<file path="config.mk">
export PLATFORM = sky130hd
export DESIGN_NAME = equeue_int
export DESIGN_NICKNAME = d
export VERILOG_FILES = /design/src/rtl/equeue_int_pkg.sv /design/src/rtl/equeue_entry_snoop.sv /design/src/rtl/equeue_int.sv
export SDC_FILE = /design/constraint.sdc
export NUM_CORES = 1
export LEC_CHECK = 0
export BUFFER_PORTS_ARGS = -buffer_cell sky130_fd_sc_hd__buf_2
export CAP_MARGIN = 20
export CORE_ASPECT_RATIO = 1.2
export CORE_MARGIN = 3
export CORE_UTILIZATION = 30
export CTS_BUF_LIST = sky130_fd_sc_hd__clkbuf_4 sky130_fd_sc_hd__clkbuf_8 sky130_fd_sc_hd__clkbuf_16
export CTS_CLUSTER_DIAMETER = 30
export DETAILED_ROUTE_END_ITERATION = 7
export PLACE_DENSITY = 0.52
export SYNTH_ARGS = -nofsm -noshare
export SYNTH_HDL_FRONTEND = slang
export SYNTH_SLANG_ARGS = --single-unit
</file>
<file path="constraint.sdc">
create_clock -name clk -period 2.8 [get_ports clk]
set_input_delay 0.14 -clock clk [delete_from_list [all_inputs] [get_ports clk]]
set_output_delay 0.14 -clock clk [all_outputs]
set_load 0.005 [all_outputs]
</file>
<file path="src/rtl/equeue_int_pkg.sv">
// Shared defaults and entry layout for the integer/mult/div issue queues.
package equeue_int_pkg;

    localparam int DEPTH_DEF  = 4;
    localparam int W_DATA_DEF = 32;
    localparam int W_TAG_DEF  = 6;
    localparam int W_OP_DEF   = 4;

    typedef struct packed {
        logic                  valid;
        logic [W_OP_DEF-1:0]   opcode;
        logic [W_TAG_DEF-1:0]  rdtag;
        logic [W_TAG_DEF-1:0]  rstag;
        logic [W_DATA_DEF-1:0] rsdata;
        logic                  rsvalid;
        logic [W_TAG_DEF-1:0]  rttag;
        logic [W_DATA_DEF-1:0] rtdata;
        logic                  rtvalid;
    } equeue_entry_t;

endpackage

</file>
<file path="src/rtl/equeue_entry_snoop.sv">
// One source operand compared against the CDB; yields the woken valid/data pair.
module equeue_entry_snoop
    import equeue_int_pkg::*;
#(
    parameter int W_DATA = W_DATA_DEF,
    parameter int W_TAG  = W_TAG_DEF
) (
    input  logic              en,
    input  logic              src_valid,
    input  logic [W_TAG-1:0]  src_tag,
    input  logic [W_DATA-1:0] src_data,
    input  logic              cdb_valid,
    input  logic [W_TAG-1:0]  cdb_tag,
    input  logic [W_DATA-1:0] cdb_data,
    output logic              out_valid,
    output logic [W_DATA-1:0] out_data
);

    logic hit;

    assign hit       = en && !src_valid && cdb_valid && (cdb_tag == src_tag);
    assign out_valid = src_valid || hit;
    assign out_data  = hit ? cdb_data : src_data;

endmodule

</file>
<file path="src/rtl/equeue_int.sv">
// Integer-ALU issue queue: age-ordered, compacting, CDB-snooping.
// Define EQUEUEINT_ASSERT_EN to enable simulation-only protocol checks.
module equeue_int
    import equeue_int_pkg::*;
#(
    parameter int DEPTH  = DEPTH_DEF,
    parameter int W_DATA = W_DATA_DEF,
    parameter int W_TAG  = W_TAG_DEF,
    parameter int W_OP   = W_OP_DEF
) (
    input  logic              clk,
    input  logic              reset,
    input  logic [W_OP-1:0]   dispatch_opcode,
    input  logic              dispatch_en,
    output logic              dispatch_ready,
    input  logic [W_TAG-1:0]  dispatch_rdtag,
    input  logic [W_TAG-1:0]  dispatch_rstag,
    input  logic [W_TAG-1:0]  dispatch_rttag,
    input  logic [W_DATA-1:0] dispatch_rsdata,
    input  logic [W_DATA-1:0] dispatch_rtdata,
    input  logic              dispatch_rsvalid,
    input  logic              dispatch_rtvalid,
    input  logic [W_TAG-1:0]  cdb_tag,
    input  logic              cdb_valid,
    input  logic [W_DATA-1:0] cdb_data,
    output logic [W_OP-1:0]   issueint_opcode,
    output logic [W_TAG-1:0]  issueint_rdtag,
    output logic [W_DATA-1:0] issueint_rsdata,
    output logic [W_DATA-1:0] issueint_rtdata,
    output logic              issueint_ready,
    input  logic              issueint_done
);

    localparam int IW = (DEPTH > 1) ? $clog2(DEPTH) : 1;
    localparam int CW = $clog2(DEPTH + 1);

    typedef struct packed {
        logic              valid;
        logic [W_OP-1:0]   opcode;
        logic [W_TAG-1:0]  rdtag;
        logic [W_TAG-1:0]  rstag;
        logic [W_DATA-1:0] rsdata;
        logic              rsvalid;
        logic [W_TAG-1:0]  rttag;
        logic [W_DATA-1:0] rtdata;
        logic              rtvalid;
    } entry_t;

    entry_t            q     [DEPTH];
    entry_t            s     [DEPTH+1];
    entry_t            nxt   [DEPTH];
    entry_t            d_new;
    logic              rs_v  [DEPTH];
    logic              rt_v  [DEPTH];
    logic [W_DATA-1:0] rs_d  [DEPTH];
    logic [W_DATA-1:0] rt_d  [DEPTH];
    logic              dis_rs_v, dis_rt_v;
    logic [W_DATA-1:0] dis_rs_d, dis_rt_d;
    logic [CW-1:0]     count, count_nxt, tail_c;
    logic [IW-1:0]     sel_idx, tail;
    logic              sel_found, do_wr, do_rm;

    for (genvar i = 0; i < DEPTH; i++) begin : g_snoop
        equeue_entry_snoop #(.W_DATA(W_DATA), .W_TAG(W_TAG)) u_rs (
            .en(q[i].valid), .src_valid(q[i].rsvalid), .src_tag(q[i].rstag),
            .src_data(q[i].rsdata), .cdb_valid(cdb_valid), .cdb_tag(cdb_tag),
            .cdb_data(cdb_data), .out_valid(rs_v[i]), .out_data(rs_d[i]));
        equeue_entry_snoop #(.W_DATA(W_DATA), .W_TAG(W_TAG)) u_rt (
            .en(q[i].valid), .src_valid(q[i].rtvalid), .src_tag(q[i].rttag),
            .src_data(q[i].rtdata), .cdb_valid(cdb_valid), .cdb_tag(cdb_tag),
            .cdb_data(cdb_data), .out_valid(rt_v[i]), .out_data(rt_d[i]));
    end

    // Same-cycle bypass so a dispatched op never misses its producer's broadcast.
    equeue_entry_snoop #(.W_DATA(W_DATA), .W_TAG(W_TAG)) u_dis_rs (
        .en(1'b1), .src_valid(dispatch_rsvalid), .src_tag(dispatch_rstag),
        .src_data(dispatch_rsdata), .cdb_valid(cdb_valid), .cdb_tag(cdb_tag),
        .cdb_data(cdb_data), .out_valid(dis_rs_v), .out_data(dis_rs_d));
    equeue_entry_snoop #(.W_DATA(W_DATA), .W_TAG(W_TAG)) u_dis_rt (
        .en(1'b1), .src_valid(dispatch_rtvalid), .src_tag(dispatch_rttag),
        .src_data(dispatch_rtdata), .cdb_valid(cdb_valid), .cdb_tag(cdb_tag),
        .cdb_data(cdb_data), .out_valid(dis_rt_v), .out_data(dis_rt_d));

    always_comb begin
        d_new         = '0;
        d_new.valid   = 1'b1;
        d_new.opcode  = dispatch_opcode;
        d_new.rdtag   = dispatch_rdtag;
        d_new.rstag   = dispatch_rstag;
        d_new.rsdata  = dis_rs_d;
        d_new.rsvalid = dis_rs_v;
        d_new.rttag   = dispatch_rttag;
        d_new.rtdata  = dis_rt_d;
        d_new.rtvalid = dis_rt_v;
    end

    // Snooped view of every entry; s[DEPTH] is the empty slot shifted into the top.
    always_comb begin
        for (int i = 0; i < DEPTH; i++) begin
            s[i]         = q[i];
            s[i].rsvalid = rs_v[i];
            s[i].rsdata  = rs_d[i];
            s[i].rtvalid = rt_v[i];
            s[i].rtdata  = rt_d[i];
        end
        s[DEPTH] = '0;
    end

    // Scan from the top so the lowest-index ready entry wins.
    always_comb begin
        sel_found = 1'b0;
        sel_idx   = '0;
        for (int i = DEPTH - 1; i >= 0; i--) begin
            if (q[i].valid && q[i].rsvalid && q[i].rtvalid) begin
                sel_found = 1'b1;
                sel_idx   = IW'(i);
            end
        end
    end

    assign dispatch_ready = (count < CW'(DEPTH));
    assign do_wr          = dispatch_en && dispatch_ready;
    assign do_rm          = issueint_done && sel_found;

    always_comb begin
        count_nxt = count + CW'(do_wr) - CW'(do_rm);
        tail_c    = count - CW'(do_rm);
        tail      = tail_c[IW-1:0];
        for (int i = 0; i < DEPTH; i++) begin
            nxt[i] = (do_rm && (i >= int'(sel_idx))) ? s[i+1] : s[i];
        end
        if (do_wr) begin
            nxt[tail] = d_new;
        end
    end

    always_ff @(posedge clk or negedge reset) begin
        if (!reset) begin
            count <= '0;
            for (int i = 0; i < DEPTH; i++) q[i] <= '0;
        end else begin
            count <= count_nxt;
            for (int i = 0; i < DEPTH; i++) q[i] <= nxt[i];
        end
    end

    always_comb begin
        issueint_ready  = sel_found;
        issueint_opcode = '0;
        issueint_rdtag  = '0;
        issueint_rsdata = '0;
        issueint_rtdata = '0;
        if (sel_found) begin
            issueint_opcode = q[sel_idx].opcode;
            issueint_rdtag  = q[sel_idx].rdtag;
            issueint_rsdata = q[sel_idx].rsdata;
            issueint_rtdata = q[sel_idx].rtdata;
        end
    end

`ifdef EQUEUEINT_ASSERT_EN
    always_ff @(posedge clk) begin
        if (reset) begin
            if (dispatch_en && !dispatch_ready)
                $error("equeue_int: dispatch_en asserted while queue full");
            if (issueint_done && !issueint_ready)
                $error("equeue_int: issueint_done asserted with nothing presented");
            if (count > CW'(DEPTH))
                $error("equeue_int: count %0d exceeds DEPTH", count);
        end
    end
`else
`endif

endmodule

</file>
=== Yosys cells after proc, flatten, opt, wreduce, memory -nomap -nowiden ===
Cells that the tools add are included.

* Reduce and logical (&&, ||, !) cells: 62
* Muxes and demuxes: 33
* $add $sub $neg: 3
* Bitwise gates (word level): 2
* Order comparisons: 7
* Equal/unequal tests: 10

{| class="wikitable"
|+ Operator list
! cell !! count
|-
| $mux W89 || 5
|-
| $mux W32 || 12
|-
| $bwmux W356 || 1
|-
| $mux W356 || 1
|-
| $bmux W89 S2 || 1
|-
| $demux W89 S2 || 1
|-
| $mux W88 || 2
|-
| $eq A6 B6 Y1 || 10
|-
| $logic_and A1 B1 Y1 || 42
|-
| $logic_not A1 Y1 || 10
|-
| $logic_or A1 B1 Y1 || 10
|-
| $mux W2 || 4
|-
| $ge A3 B3 Y1 const B || 2
|-
| $mux W6 || 1
|-
| $not A2 Y3 || 2
|-
| $ge A1 B2 Y1 const A || 2
|-
| $mux W1 || 4
|-
| $mux W4 || 1
|-
| $add A3 B1 Y3 || 1
|-
| $lt A3 B1 Y1 const B || 1
|-
| $lt A3 B3 Y1 const B || 1
|-
| $sub A3 B1 Y3 || 1
|-
| $ge A2 B2 Y1 const A || 1
|-
| $sub A2 B1 Y2 || 1
|}

* Bits in registers: 359
* Output and inout bits: 76
* Input port bits: 131
* Logic and storage cells: 154

=== Depth between registers and ports, before layout ===
* Word-level depth: 15
* Mapped depth: 11

=== By module ===
Synthesis repeated with hierarchy kept, for this count alone.

* Cell total of the unflattened synthesis: 2112
* Area total of the unflattened synthesis: 23376.2 um^2

{| class="wikitable"
|+ Modules (own cells, without submodules)
! module !! sequential area each (um^2) !! instances !! area each (um^2) !! cells an instance
|-
| equeue_int || 8983.6 || 1 || 17433.0 || 1662
|-
| equeue_entry_snoop || 0.0 || 10 || 594.3 || 45
|}

=== Worst setup path before layout ===
Ideal clock, no wire load.

* Kind: register to register
* Start: register, netlist name q[177]
* End: register count[2]
* Period minus slack after synthesis: 2.391 ns
* Required time: 2.677 ns
* Stages on the path, launching flop included: 12
* Arrival time: 2.269 ns
* Setup time: 0.123 ns
* Buffers on the path: 2
* Path slack: 0.409 ns
* Path through: dfrtp_1 > nand3_1 > and4_1 > nand2b_1 > clkbuf_1 > clkbuf_1 > nand2_1 > nand2_1 > ha_1 > fa_1 > xnor2_1 > xnor2_1

* Cells in the longest elaborated chain, start to end: 7

{| class="wikitable"
|+ RTL lines
! what !! line !! text
|-
| $logic_and A1 B1 Y1 (2 in a row) || equeue_int.sv:114 || <nowiki>if (q[i].valid && q[i].rsvalid && q[i].rtvalid) begin</nowiki>
|-
| $mux W1 (3 in a row) || equeue_int.sv:114 ||
|-
| $logic_and A1 B1 Y1 || equeue_int.sv:123 || <nowiki>assign do_rm = issueint_done && sel_found;</nowiki>
|-
| $sub A3 B1 Y3 || equeue_int.sv:126 || <nowiki>count_nxt = count + CW'(do_wr) - CW'(do_rm);</nowiki>
|-
| net count_nxt[2] || equeue_int.sv:59 || <nowiki>logic [CW-1:0] count, count_nxt, tail_c;</nowiki>
|-
| end signal, assigned || equeue_int.sv:142 || <nowiki>count <= count_nxt;</nowiki>
|-
| end, declared || equeue_int.sv:59 ||
|}

The timed path passes the listed nets, and every way through them passes these cells.

=== Worst setup path after layout ===
* Start: register, netlist name q[128]
* End: output issueint_rsdata[11]

* Cells in the longest elaborated chain, start to end: 10
* Elaborated cells on any way between the ends: 13

{| class="wikitable"
|+ RTL lines
! what !! line !! text
|-
| $logic_and A1 B1 Y1 * (2 in a row) || equeue_int.sv:114 ||
|-
| $mux W2 (3 in a row) || equeue_int.sv:114 ||
|-
| $not A2 Y3 (implied by the code) || equeue_int.sv:156 || <nowiki>issueint_rsdata = q[sel_idx].rsdata;</nowiki>
|-
| $bmux W89 S2 || equeue_int.sv:156 ||
|-
| $mux W88 (2 in a row) || -- ||
|-
| $mux W32 * || equeue_int.sv:153 || <nowiki>if (sel_found) begin</nowiki>
|-
| end, declared || equeue_int.sv:28 || <nowiki>output logic [W_DATA-1:0] issueint_rsdata,</nowiki>
|}

Every way passes the cells marked *; elsewhere a longest branch is shown, timed or not. The select of a mux whose other input is x is not followed.

==> metrics.txt <==
outcome complete, but fails checks; failing checks setup timing; Lkg Pwr 12.9 nW; Placement Cell Area 0.0261 mm^2; fin area 0.0314 mm^2; TritonCTS clock tree yes; crit path DAT 2.80 ns; CTS root buf clkbuf_16; share of layout cells above drive strength 1 0.256; vias per cell 6.37; number of global-route vias before repair 25900; startpoint types flip-flop; worst-skew pair later-pin latency 0.64 ns; Pre-antenna DRT Iters 6; mux cell area share after synthesis 0.138; post-synthesis cell count 2538; Syn Std Cell Area 0.0238 mm^2; wire per inst 29.5 um; clock network power share 0.279; Post-Syn Area per Cell 9.36 um^2; Sw Pwr 15.7 mW; crit-path cells and3_4, o21ai_2, and2_4, buf_8, buf_12, buf_16, mux4_2, and2_4, buf_6; CP Class reg2out; Final ANT Viol Nets 0; commonest non-fill, non-tap cell in the layout dfrtp_1; Multi-input gate area 0.0137 mm^2; fin nets 2882; initial antenna violation count 4; chip width 263 um; HP Class in2reg; setup TNS -3.52 ns; clk sinks 359; FF+latch area 0.00899 mm^2; worst-path fanout max 6; RSZ-0062 raised after global routing yes; Num CTS Buffers 91; Least-Margin Pin Slew 1.05 ns; syn_nets 2671; CP Capture Type output pin; final worst-path cycle share 1.05; Power Density 1270 mW/mm^2; Max-Cap Viols 0; final std cells w/o fill 3852; Fillers 7640; final hold vios 0; DRT iter0 DRCs 2632; DRT Wirelength 114000 um; fmax 340 MHz; # H-tree levels 3; Die Y 314 um; internal cell power 24.2 mW; I/O pins 207; Clock Path Buffers 3; placed cells 3570; Synth Register Bits 359; Sequential Power Share 0.241; Layout area overhead 32.1%; Fin Hold WS 0.0238 ns; crit path time final 2.94 ns; GRT Overall Usage 0.264; sw frac 0.393; Final Max Tran Viols 0; WP buf/inv 4; peak supply drop 1100 uV; cell mode on critical path and2_4; PortBufs 206; initial core utilization 0.304; Final Setup Violations 64; most frequent cells in the layout 357 x dfrtp_1, 193 x o22ai_1, 192 x o211ai_1, 167 x o31ai_1, 165 x a21oi_1; Most used DFF post-synth dfrtp_1; gpl congestion 0.839; Post-synth ARST share 1.00; CP Data Required Time 2.66 ns; global route overflow 0; largest net degree at the start of global routing 109; Synth Area in Adders 0.00137; XOR/XNOR share of the synthesized area 0.0232; Comb pwr share 0.480; Worst path top cell family by delay simple AND/OR/NAND/NOR gates; clock skew 0.0311 ns; CTS clk-pin slew, worst paths 0.04 ns; sequential-to-total area share from yosys stat 0.378; total power 39.9 mW; Compound-Gate Fraction of Synth Area 0.291; Detail Placement HPWL 64400 um; slew margin rel. 0.293; largest family of logic cells by synthesized area compound AO/OA/AOI/OAI gates; setup ws final -0.138 ns; EDFF count, synth 0; Yosys cell types 51; core area 0.0782 mm^2; Site Rows 112; die area 0.0826 mm^2; Synth Warn # 0; number of remaining DRC errors 0; post-synthesis simple-gate area fraction 0.106; Slowest-stage cell, CP mux4_2; routed vias 24500; first-pass GRT wire length 166000 um; CP max stage delay 0.56 ns
## area by class of cell
type	instances	area share
inverters	58	0.00701
multi-input cells	1821	0.435
repair buffers	418	0.127
diodes	1	0.0000797
clock inverters	46	0.0189
flip-flops and latches	359	0.286
well taps	1026	0.0409
clock buffers	123	0.0847
## logic make-up after synthesis
group	after synthesis
adders and majority gates	2
AOI/OAI and AO/OA	1031
and+or+nand+nor	491
buffers and inverters	358
xor gates and xnor gates	63
DFF	359
muxes	234
## synth_stat cells, types with 2 or more instances
cell type,number,share of area
a211oi_1,2,0.00063
nand3b_1,2,0.00063
inv_1,58,0.0092
nor4_1,2,0.00053
o21ai_1,13,0.0027
a21oi_1,166,0.035
dfrtp_1,359,0.38
nor3_1,66,0.014
o31ai_2,28,0.015
a21o_1,65,0.021
and3_1,8,0.0021
nor2b_1,3,0.00079
mux4_2,74,0.070
and4_1,10,0.0037
a21boi_0,64,0.020
buf_2,51,0.011
o21ai_0,132,0.028
nand4_1,12,0.0032
clkbuf_1,224,0.035
mux2i_1,159,0.067
and3b_1,7,0.0026
buf_6,10,0.0047
o22ai_1,193,0.051
o32ai_1,2,0.00074
nand2_1,35,0.0055
nor2_1,100,0.016
xnor2_1,55,0.020
nand3_1,151,0.032
buf_4,5,0.0016
buf_1,10,0.0016
xor2_1,8,0.0029
o31ai_1,167,0.053
o211ai_1,192,0.061
nand2b_1,4,0.0011
and2_1,82,0.022
or3_1,4,0.0011
## path summary, 6_finish.rpt
kind	endpoint	slack [ns]	start	cells after the start
max	issueint_rsdata[11]	-0.14	q[128]	9
min	q[64]	0.02	dispatch_rsdata[24]	4
max reg2reg	q[93]	0.16	q[89]	9
min reg2reg	q[79]	0.56	q[79]	2
max in group asynchronous	q[1]	1.80	reset	3
min in group asynchronous	q[142]	0.11	reset	2
## routing by layer
metal / vias up / wire [um] / track usage
met4: 6 / 6880 / 0.159
li1: 10200 / - / -
met3: 508 / 11300 / 0.0632
met5: - / 41 / 0
met1: 12100 / 43000 / 0.319
met2: 1783 / 52400 / 0.427
## state kept, by name, indices dropped and copies added, names as in the netlist
signal	cells
count	3
q	356
## power groups by stage
stage	Sequential, mW	Clock (mW)	Combinational, mW
after floorplan	8.99	0	10.6
after global placement	9.48	0	15.8
after detailed placement	9.61	0	16.1
after CTS	9.54	11.2	18.3
after global routing	9.85	11.5	20.1
final	9.60	11.1	19.2
## worst register-to-register path: stages (launching register included)
cell and delay [ns]:
dfrtp_1 0.37, buf_4 0.14, buf_4 0.13, nand3_4 0.07, buf_4 0.16, a41oi_4 0.23, xnor2_2 0.33, buf_4 0.73
o211ai_1 0.23, o31ai_1 0.15
## what timing repair did
item	CTS	global route
endpoints found under the hold margin	417	0
endpoints found under the setup margin	74	74
pin swaps	32	6
hold buffers	72	0
cloned	11	2
resized for setup	119	50
buffers inserted	24	5
## stage by stage
stage	worst slack, ns	utilization
finish	-0.138	0.402
global route	-0.187	0.402
CTS	-0.143	0.398
detailed placement	0.207	0.334
global placement	0.290	0.334
floorplan	0.409	-
Power figures use the tool's default switching activity.
